### config.mk
export PLATFORM = sky130hd
export DESIGN_NAME = clk_switch_ctrl
export DESIGN_NICKNAME = d
export VERILOG_FILES = /design/src/rtl/clk_sw_pkg.sv /design/src/rtl/sync_2ff.sv /design/src/rtl/clk_switch_ctrl.sv
export SDC_FILE = /design/constraint.sdc
export NUM_CORES = 1
export LEC_CHECK = 0
export CAP_MARGIN = 40
export CORE_MARGIN = 2
export CORE_UTILIZATION = 30
export CTS_BUF_LIST = sky130_fd_sc_hd__clkbuf_4
export DETAILED_ROUTE_END_ITERATION = 7
export SKIP_CTS_REPAIR_TIMING = 1
export SLEW_MARGIN = 20
export SYNTH_ARGS = -nofsm -noshare
export SYNTH_HDL_FRONTEND = slang
export SYNTH_SLANG_ARGS = --single-unit
### constraint.sdc
create_clock -name clk -period 3.1 [get_ports clk]
set_input_delay 0.93 -clock clk [delete_from_list [all_inputs] [get_ports clk]]
set_output_delay 0.93 -clock clk [all_outputs]
set_load 0.03 [all_outputs]
### src/rtl/clk_sw_pkg.sv
// Shared definitions for the clock-switch controller: FSM states,
// default timing constants and the counter-width helper.
package clk_sw_pkg;

    // Default cycles sel is held stable after a change before done is reported.
    localparam int SETTLE_CYC_DEF  = 16;
    // Default cycles spent waiting for the target clock's ok flag.
    localparam int TIMEOUT_CYC_DEF = 1024;

    // Controller states.
    typedef enum logic [1:0] {
        IDLE   = 2'd0,
        CHECK  = 2'd1,
        SWITCH = 2'd2,
        SETTLE = 2'd3
    } state_t;

    // Width of the shared settle/timeout counter: enough bits to hold
    // (larger of the two cycle counts) - 1, which is the highest value
    // the FSM ever compares against.
    function automatic int cnt_width(input int settle_cyc, input int timeout_cyc);
        int larger;
        larger = (settle_cyc > timeout_cyc) ? settle_cyc : timeout_cyc;
        return $clog2(larger);
    endfunction

endpackage

### src/rtl/sync_2ff.sv
// Two-flop synchronizer bringing an asynchronous level into the clk domain.
// The output is taken straight from the second flop.
module sync_2ff (
    input  logic clk,
    input  logic rst_n,
    input  logic d,
    output logic q
);

    logic meta;

    // Two back-to-back capture flops; both clear on reset.
    always_ff @(posedge clk or negedge rst_n) begin
        if (!rst_n) begin
            meta <= 1'b0;
            q    <= 1'b0;
        end else begin
            meta <= d;
            q    <= meta;
        end
    end

endmodule

### src/rtl/clk_switch_ctrl.sv
// Clock-switch controller. Accepts a request for clk0 or clk1, waits for
// the target clock's synchronized ok flag (bounded by a timeout), flips
// the registered select for the downstream glitch-free mux, then holds it
// stable for a settle period before reporting completion.
//
// Handshake: a request transfers on a rising clk edge where
// req_valid && req_ready. req_ready is high only in IDLE; req_valid seen
// in any other state is dropped, never queued. Each accepted request
// produces at most one one-cycle pulse, done (success or no-op) or err
// (timeout), never both.
module clk_switch_ctrl
    import clk_sw_pkg::*;
#(
    parameter int SETTLE_CYC  = SETTLE_CYC_DEF,
    parameter int TIMEOUT_CYC = TIMEOUT_CYC_DEF
) (
    input  logic clk,
    input  logic rst_n,
    input  logic req_valid,
    input  logic req_sel,
    output logic req_ready,
    input  logic clk0_ok_async,
    input  logic clk1_ok_async,
    output logic sel,
    output logic busy,
    output logic done,
    output logic err
);

    localparam int CW = cnt_width(SETTLE_CYC, TIMEOUT_CYC);

    // Last counter values in CHECK and SETTLE before leaving the state.
    localparam logic [CW-1:0] TIMEOUT_LAST = CW'(TIMEOUT_CYC - 1);
    localparam logic [CW-1:0] SETTLE_LAST  = CW'(SETTLE_CYC - 1);
    localparam logic [CW-1:0] CNT_MAX      = '1;

    // Registered state.
    state_t        state_q;
    logic [CW-1:0] cnt_q;
    logic          target_q;
    logic          sel_q;
    logic          done_q;
    logic          err_q;

    // Next-state values.
    state_t        state_d;
    logic [CW-1:0] cnt_d;
    logic          target_d;
    logic          sel_d;
    logic          done_d;
    logic          err_d;

    // Synchronized ok flags; the FSM looks at nothing else.
    logic clk0_ok;
    logic clk1_ok;
    logic target_ok;
    logic accept;

    sync_2ff u_sync_clk0 (
        .clk   (clk),
        .rst_n (rst_n),
        .d     (clk0_ok_async),
        .q     (clk0_ok)
    );

    sync_2ff u_sync_clk1 (
        .clk   (clk),
        .rst_n (rst_n),
        .d     (clk1_ok_async),
        .q     (clk1_ok)
    );

    assign req_ready = (state_q == IDLE);
    assign busy      = (state_q != IDLE);
    assign accept    = req_valid && req_ready;
    assign target_ok = target_q ? clk1_ok : clk0_ok;

    // Outputs come straight from flops.
    assign sel  = sel_q;
    assign done = done_q;
    assign err  = err_q;

    // State, counter, select and pulse registers; reset aborts everything.
    always_ff @(posedge clk or negedge rst_n) begin
        if (!rst_n) begin
            state_q  <= IDLE;
            cnt_q    <= '0;
            target_q <= 1'b0;
            sel_q    <= 1'b0;
            done_q   <= 1'b0;
            err_q    <= 1'b0;
        end else begin
            state_q  <= state_d;
            cnt_q    <= cnt_d;
            target_q <= target_d;
            sel_q    <= sel_d;
            done_q   <= done_d;
            err_q    <= err_d;
        end
    end

    // Next-state and pulse logic. The counter saturates at all-ones
    // instead of wrapping, although the compares below leave before that.
    always_comb begin
        state_d  = state_q;
        cnt_d    = cnt_q;
        target_d = target_q;
        sel_d    = sel_q;
        done_d   = 1'b0;
        err_d    = 1'b0;

        case (state_q)
            IDLE: begin
                if (accept) begin
                    if (req_sel == sel_q) begin
                        // Already on the requested source: report at once.
                        done_d = 1'b1;
                    end else begin
                        target_d = req_sel;
                        cnt_d    = '0;
                        state_d  = CHECK;
                    end
                end
            end

            CHECK: begin
                // A running target wins even on the last allowed cycle.
                if (target_ok) begin
                    state_d = SWITCH;
                end else if (cnt_q == TIMEOUT_LAST) begin
                    err_d   = 1'b1;
                    state_d = IDLE;
                end else if (cnt_q != CNT_MAX) begin
                    cnt_d = cnt_q + 1'b1;
                end
            end

            SWITCH: begin
                // The only place sel is ever loaded outside reset.
                sel_d   = target_q;
                cnt_d   = '0;
                state_d = SETTLE;
            end

            SETTLE: begin
                // ok dropping here is deliberately not watched.
                if (cnt_q == SETTLE_LAST) begin
                    done_d  = 1'b1;
                    state_d = IDLE;
                end else if (cnt_q != CNT_MAX) begin
                    cnt_d = cnt_q + 1'b1;
                end
            end

            default: begin
                state_d = IDLE;
            end
        endcase
    end

endmodule

==> impl_metrics.ini, run 1 <==
[status]
status = finished clean

[yosys]
yosysTopAreaCellShare_pct = 46.8
ys_seq_elements = 20
synth_area_sq_um = 1070
yosysWarnings = 0
synth_cells = 100
synth_area_leaders = dfrtp_1 47%, a21oi_1 6.1%, ha_1 5.9%
yosysUniqueCellTypes = 36
syn_area_per_cell_sq_um = 10.7
synth.largest_area_cell = dfrtp_1
ys_seq_area_share_pct = 46.8
synth_nets = 111

[run]
cap_violations = 0

[drt]
wl_um = 2040
drtAntennaViolNets = 0
drtIter0Drc = 62
first_pass_iters = 4
post_drt_via_cell_ratio = 5.21
wl_per_cell_um = 12.8
num_vias = 828
drc_errors = 0

[die]
die_x_um = 63.7
fp-row-count = 21
die_area_sq_um = 4060
io_pins = 11
die_height_um = 63.7
initial_core_util_pct = 31.5
core_sq_um = 3390

[final_layout]
multiInputGateArea_sq_um = 515
ff_latch_area_sq_um = 500
utilization_pct = 36.6
drive_gt1_share_pct = 15.0
nets = 125
nFillCells = 339
syn2layout_area_growth_pct = 16.2
diodes = 0
layoutNonFillerInstCount = 159

[critical_path]
critPathArrivalTime_ns = 1.93
worst_path_most_repeated_cell = inv_1
critPathRequiredTime_ns = 2.17
cp_slowest_stage_delay_ns = 0.68
cp_slowest_cell = clkdlybuf4s50_1
path_class = flip-flop to output port
path_buf_inv = 3
crit_chain = inv_1 > ha_1 > inv_1 > clkdlybuf4s50_1
critPathTopFamily = buffers and inverters
end_kind = output port
crit_fanout = 5
startpoint_type = flip-flop

[sta]
relSlewSlack_pct = 67.6
finalClockSkew_ns = 0.00851
max_freq_mhz = 349
drv_slew = 0
finalCriticalPeriod_ns = 2.86
tightest_slew_ns = 0.485
finalCritPeriodShare_pct = 92.3
finalSetupViolCount = 0
rsz0062_at_grt = no
finalHoldViolCount = 0
setup-tns-final_ns = 0
worst_slack_ns = 0.237

[power_and_ir_drop]
switchingPower_uw = 434
leakagePower_uw = 0.000545
clock_power_share_pct = 12.2
total_power_uw = 1040
p_per_area_nw_per_um2 = 835
power_frac_comb_pct = 53.6
swShare_pct = 41.8
peakVddDrop_mv = 0.210
p_int_uw = 603
pwr-share-seq_pct = 34.2

[cts]
insertion_delay_ns = 0.31
cts_max_path_buffers = 2
cts_tree = built
numCtsBuffers = 3
cts_max_level = 1
cts_sinks = 20
path_clk_slew_ns = 0.11
cts_root_buffer = clkbuf_4

[worst_hold_path]
hold_path_class = flip-flop to flip-flop

[global_routing]
grt_pass1_wl_um = 3790
grt_max_degree = 21
grt_pass1_vias = 865
grt_usage_pct = 12.0
overflow = 0
antenna_found_initial = 0

[placed_design]
place.port_buffers = 10
post-place-ws_ns = 0.319
dpl.cell_count = 155
dp_hpwl_um = 1520
globalplace.congestion = 0.843
-- cells in the mapped netlist --
master     n
mux2_2     1
inv_1      7
xnor2_1    1
nor2b_1    1
o21a_1     1
mux2i_1    2
a32oi_2    1
nand3_1    5
a21oi_1   13
a311oi_1   1
o31ai_1    1
a32o_1     1
and2b_1    1
o21ai_0    2
a22o_1     2
a31o_2     5
o21ai_2    1
nor4_2     1
buf_6      1
mux2_1     1
nand4_1    1
o21ai_1    2
nand4_4    1
nand2_1    3
nor2b_4    1
nand2b_1   1
and4_1     1
and3_1     4
a41oi_1    1
dfrtp_1   20
nor4_1     1
buf_4      2
nor2_1     5
ha_1       5
nor2_2     1
a31oi_1    2
-- power groups by stage --
stage	clock (uW)	combinational (uW)	sequential [uW]
after CTS	133	558	354
after global routing	144	625	361
after detailed placement	0	554	359
after global placement	0	545	358
after floorplan	0	429	366
final	126	556	354
-- cell families (layout without fill, tap and decap cells) --
| logic type | Yosys count | in the layout | share of synthesized area, % |
|---|---|---|---|
| flops | 20 | 20 | 46.8 |
| simple gates | 27 | 27 | 16.4 |
| buf+inv | 10 | 23 | 4.92 |
| xor+xnor | 1 | 1 | 0.820 |
| mux | 4 | 4 | 3.98 |
| fa+ha+maj | 5 | 5 | 5.85 |
| compound gates | 33 | 33 | 21.2 |
-- metrics by stage --
step | cell area, sq um | hold WS [ns]
floorplan | 1070 | 0.331
global placement | 1210 | 0.333
detailed placement | 1210 | 0.342
CTS | 1240 | 0.370
global route | 1240 | 0.376
finish | 1240 | 0.364
-- state kept, by name (all words and copies together) (netlist names), named ones only --
signal	flops
err	1
sel	1
u_sync_clk0.meta	1
u_sync_clk0.q	1
state_q	1
u_sync_clk1.q	1
done	1
u_sync_clk1.meta	1
cnt_q	10
target_q	1
-- placed cells by master (no fill, tap or decap), drive strengths merged, types with 2 or more instances in the layout --
master / synthesis / final
clkdlybuf4s50: 0 / 10
nand3: 5 / 5
buf: 3 / 2
mux2: 2 / 2
nand2: 3 / 3
nor2: 6 / 6
a21oi: 13 / 13
dfrtp: 20 / 20
and3: 4 / 4
nor2b: 2 / 2
o21ai: 5 / 5
clkbuf: 0 / 3
ha: 5 / 5
a31oi: 2 / 2
inv: 7 / 7
mux2i: 2 / 2
a22o: 2 / 2
nor4: 2 / 2
a31o: 5 / 5
nand4: 2 / 2
-- final timing paths --
| check | startpoint | endpoint | slack, ns | cells past startpoint |
|---|---|---|---|---|
| worst min-delay path | u_sync_clk1.meta | u_sync_clk1.q | 0.36 | 0 |
| worst max register to register | cnt_q[0] | cnt_q[1] | 0.94 | 7 |
| worst max-delay path | state_q[0] | busy | 0.24 | 4 |
| min in group asynchronous | rst_n | u_sync_clk1.meta | 0.94 | 2 |
| max in group asynchronous | rst_n | cnt_q[9] | 1.95 | 2 |
| worst min register to register | u_sync_clk1.meta | u_sync_clk1.q | 0.36 | 0 |
-- worst reg2reg max path, stage by stage (launching register included) --
cell,delay (ns)
dfrtp_1,0.42
ha_1,0.26
and3_1,0.34
nand4_1,0.17
and3_1,0.27
buf_4,0.21
nor2b_4,0.14
a32o_1,0.26
-- layout make-up --
type	count	area share, %
Clock buffer	3	1.81
Clock inverter	1	0.302
Tap cell	46	4.64
Timing Repair Buffer	12	9.27
Multi-Input combinational cell	70	41.5
Inverter	7	2.12
Sequential cell	20	40.3
-- metal layers --
layer	up-vias	global-route usage [%]	wire length, um
met2	25	18.4	957
met1	402	15.0	950
met5	-	0	0
li1	396	-	-
met4	0	8.15	58
met3	5	2.32	76
(Power assumes the default switching activity.)
==> run 2, diff against run 1 <==
ABC_AREA = 1   (was default)
==> run 2 against run 1 <==
Effect of this change:
- die area increased by 10%
- combinational power down 8.5%
- sequential power about the same
- power is 4.0% higher
- clock-buffer cell count unchanged
- cell count up 34%
- critical path depth stayed put
- critical path type unchanged
- largest power group unchanged
- highest routed layer unchanged
==> impl_metrics.ini, run 2 <==
[yosys]
ys_seq_elements = 20
async_reset_ff_share_pct = 100
yosysUniqueCellTypes = 23
synth_common_cells = 50 x nand2_1, 20 x dfrtp_1, 19 x nor2_1
ys.flop_type = dfrtp_1
ys_seq_area_share_pct = 42.2
synth_area_leaders = dfrtp_1 42%, nand2_1 16%, nor2_1 6.0%
synth.largest_area_cell = dfrtp_1
synth_cells = 151
post-synth-top-count-cell = nand2_1
yosysTopAreaCellShare_pct = 42.2
synth_nets = 162
yosysWarnings = 0
synth_area_sq_um = 1180
syn_area_per_cell_sq_um = 7.85
synth_edf_count = 0

[drt]
post_drt_via_cell_ratio = 4.54
wl_um = 2210
drtAntennaViolNets = 0
drc_errors = 0
num_vias = 966
drtIter0Drc = 34
wl_per_cell_um = 10.4
first_pass_iters = 4

[critical_path]
crit_fanout = 6
path_class = flip-flop to output port
critPathRequiredTime_ns = 2.17
end_kind = output port
cp_slowest_stage_delay_ns = 0.67
worst_path_most_repeated_cell = inv_1
path_buf_inv = 3
crit_chain = inv_1 > ha_1 > inv_1 > clkdlybuf4s50_1
cp_slowest_cell = clkdlybuf4s50_1
critPathTopFamily = buffers and inverters
startpoint_type = flip-flop
critPathArrivalTime_ns = 1.93

[global_routing]
grt_pass1_vias = 948
overflow = 0
grt_pass1_wl_um = 4150
antenna_found_initial = 0
grt_max_degree = 21
use_met1_pct = 16.6
met3_usage_pct = 1.52
grtUsageMet2_pct = 18.8
grt_busiest_layer = met2
grt_usage_pct = 12.2

[final_layout]
utilization_pct = 37.5
diodes = 0
layout_commonest_cell = nand2_1
drive_gt1_share_pct = 14.5
layoutNonFillerInstCount = 213
layout_common_cells = 50 x nand2_1, 20 x dfrtp_1, 19 x nor2_1, 12 x inv_1, 10 x clkdlybuf4s50_1
design_area_sq_um = 1390
nets = 177
top_register = cnt_q
nFillCells = 398
largest_register_ffs = 10
syn2layout_area_growth_pct = 17.6

[sta]
max_freq_mhz = 349
holdWs_ns = 0.364
finalCriticalPeriod_ns = 2.86
finalClockSkew_ns = 0.00340
finalCritPeriodShare_pct = 92.4
rsz0062_at_grt = no
drv_slew = 0
finalSetupViolCount = 0
finalHoldViolCount = 0
tightest_slew_ns = 0.342
relSlewSlack_pct = 77.1
setup-tns-final_ns = 0

[cts]
numCtsBuffers = 3
cts_tree = built
cts_max_path_buffers = 2
cts_sinks = 20
insertion_delay_ns = 0.30
cts_root_buffer = clkbuf_4
cts_max_level = 1
path_clk_slew_ns = 0.12

[power_and_ir_drop]
p_per_area_nw_per_um2 = 773
leakagePower_uw = 0.000673
peakVddDrop_mv = 0.208

[die]
initial_core_util_pct = 31.9
fp-row-count = 22
die_x_um = 66.8
io_pins = 11
die_area_sq_um = 4470
die_height_um = 66.8
core_sq_um = 3720

[placed_design]
globalplace.congestion = 0.752
place_area_sq_um = 1340
dpl.cell_count = 209
place.port_buffers = 10
dp_hpwl_um = 1650

[run]
cap_violations = 0

[status]
status = finished clean

[worst_hold_path]
hold_path_class = flip-flop to flip-flop
## run 2: layout make-up
cell class	count	area [sq um]	share of cell area [%]
clock inverter	1	30.0	2.15
sequential	20	500	35.9
tap	48	60.1	4.31
inverter	14	53.8	3.86
multi-input combinational	116	619	44.4
clock buffer	3	22.5	1.62
timing repair buffer	11	108	7.72
## run 2: final timing paths
path | depth (start not counted) | endpoint | slack [ns] | from
max reg2reg | 7 | cnt_q[9] | 1.33 | state_q[0]
min | 0 | u_sync_clk0.q | 0.36 | u_sync_clk0.meta
max | 4 | busy | 0.24 | state_q[0]
max in group asynchronous | 2 | cnt_q[8] | 1.95 | rst_n
min in group asynchronous | 2 | cnt_q[9] | 0.95 | rst_n
min reg2reg | 0 | u_sync_clk0.q | 0.36 | u_sync_clk0.meta
## run 2: cells by family (layout without fill, tap and decap cells)
logic type | Yosys count | after routing | share of synthesized area (%)
XOR/XNOR | 5 | 5 | 3.70
AND/OR/NAND/NOR | 97 | 97 | 38.9
AO/OA/AOI/OAI | 9 | 9 | 4.44
buffers and inverters | 15 | 29 | 5.49
adder cells (fa/ha/maj) | 5 | 5 | 5.28
flip-flops | 20 | 20 | 42.2
## run 2: power by group
part	internal, uW	switching [uW]
Combinational	176	332
Sequential	307	46.1
Clock	131	85.5
## run 2: worst register-to-register path, stage by stage (launching register included)
cell and delay, ns:
dfrtp_1 0.46, ha_1 0.28, or2_4 0.28, nand4_2 0.13, nand2_2 0.07, nor2_4 0.31, nand2_1 0.12, o21ai_2 0.07
## run 2: metal layers
layer | wire length, um | up-vias | share of wire, %
li1 | - | 509 | -
met1 | 1150 | 449 | 52
met2 | 992 | 6 | 45
met3 | 26 | 2 | 1.2
met4 | 38 | 0 | 1.7
met5 | 0 | - | 0
## run 2: stage by stage
step / worst slack, ns / total power, uW
floorplan: 1.01 / 739
global placement: 0.568 / 876
detailed placement: 0.577 / 869
CTS: 0.208 / 1090
global route: 0.0926 / 1170
finish: 0.236 / 1080
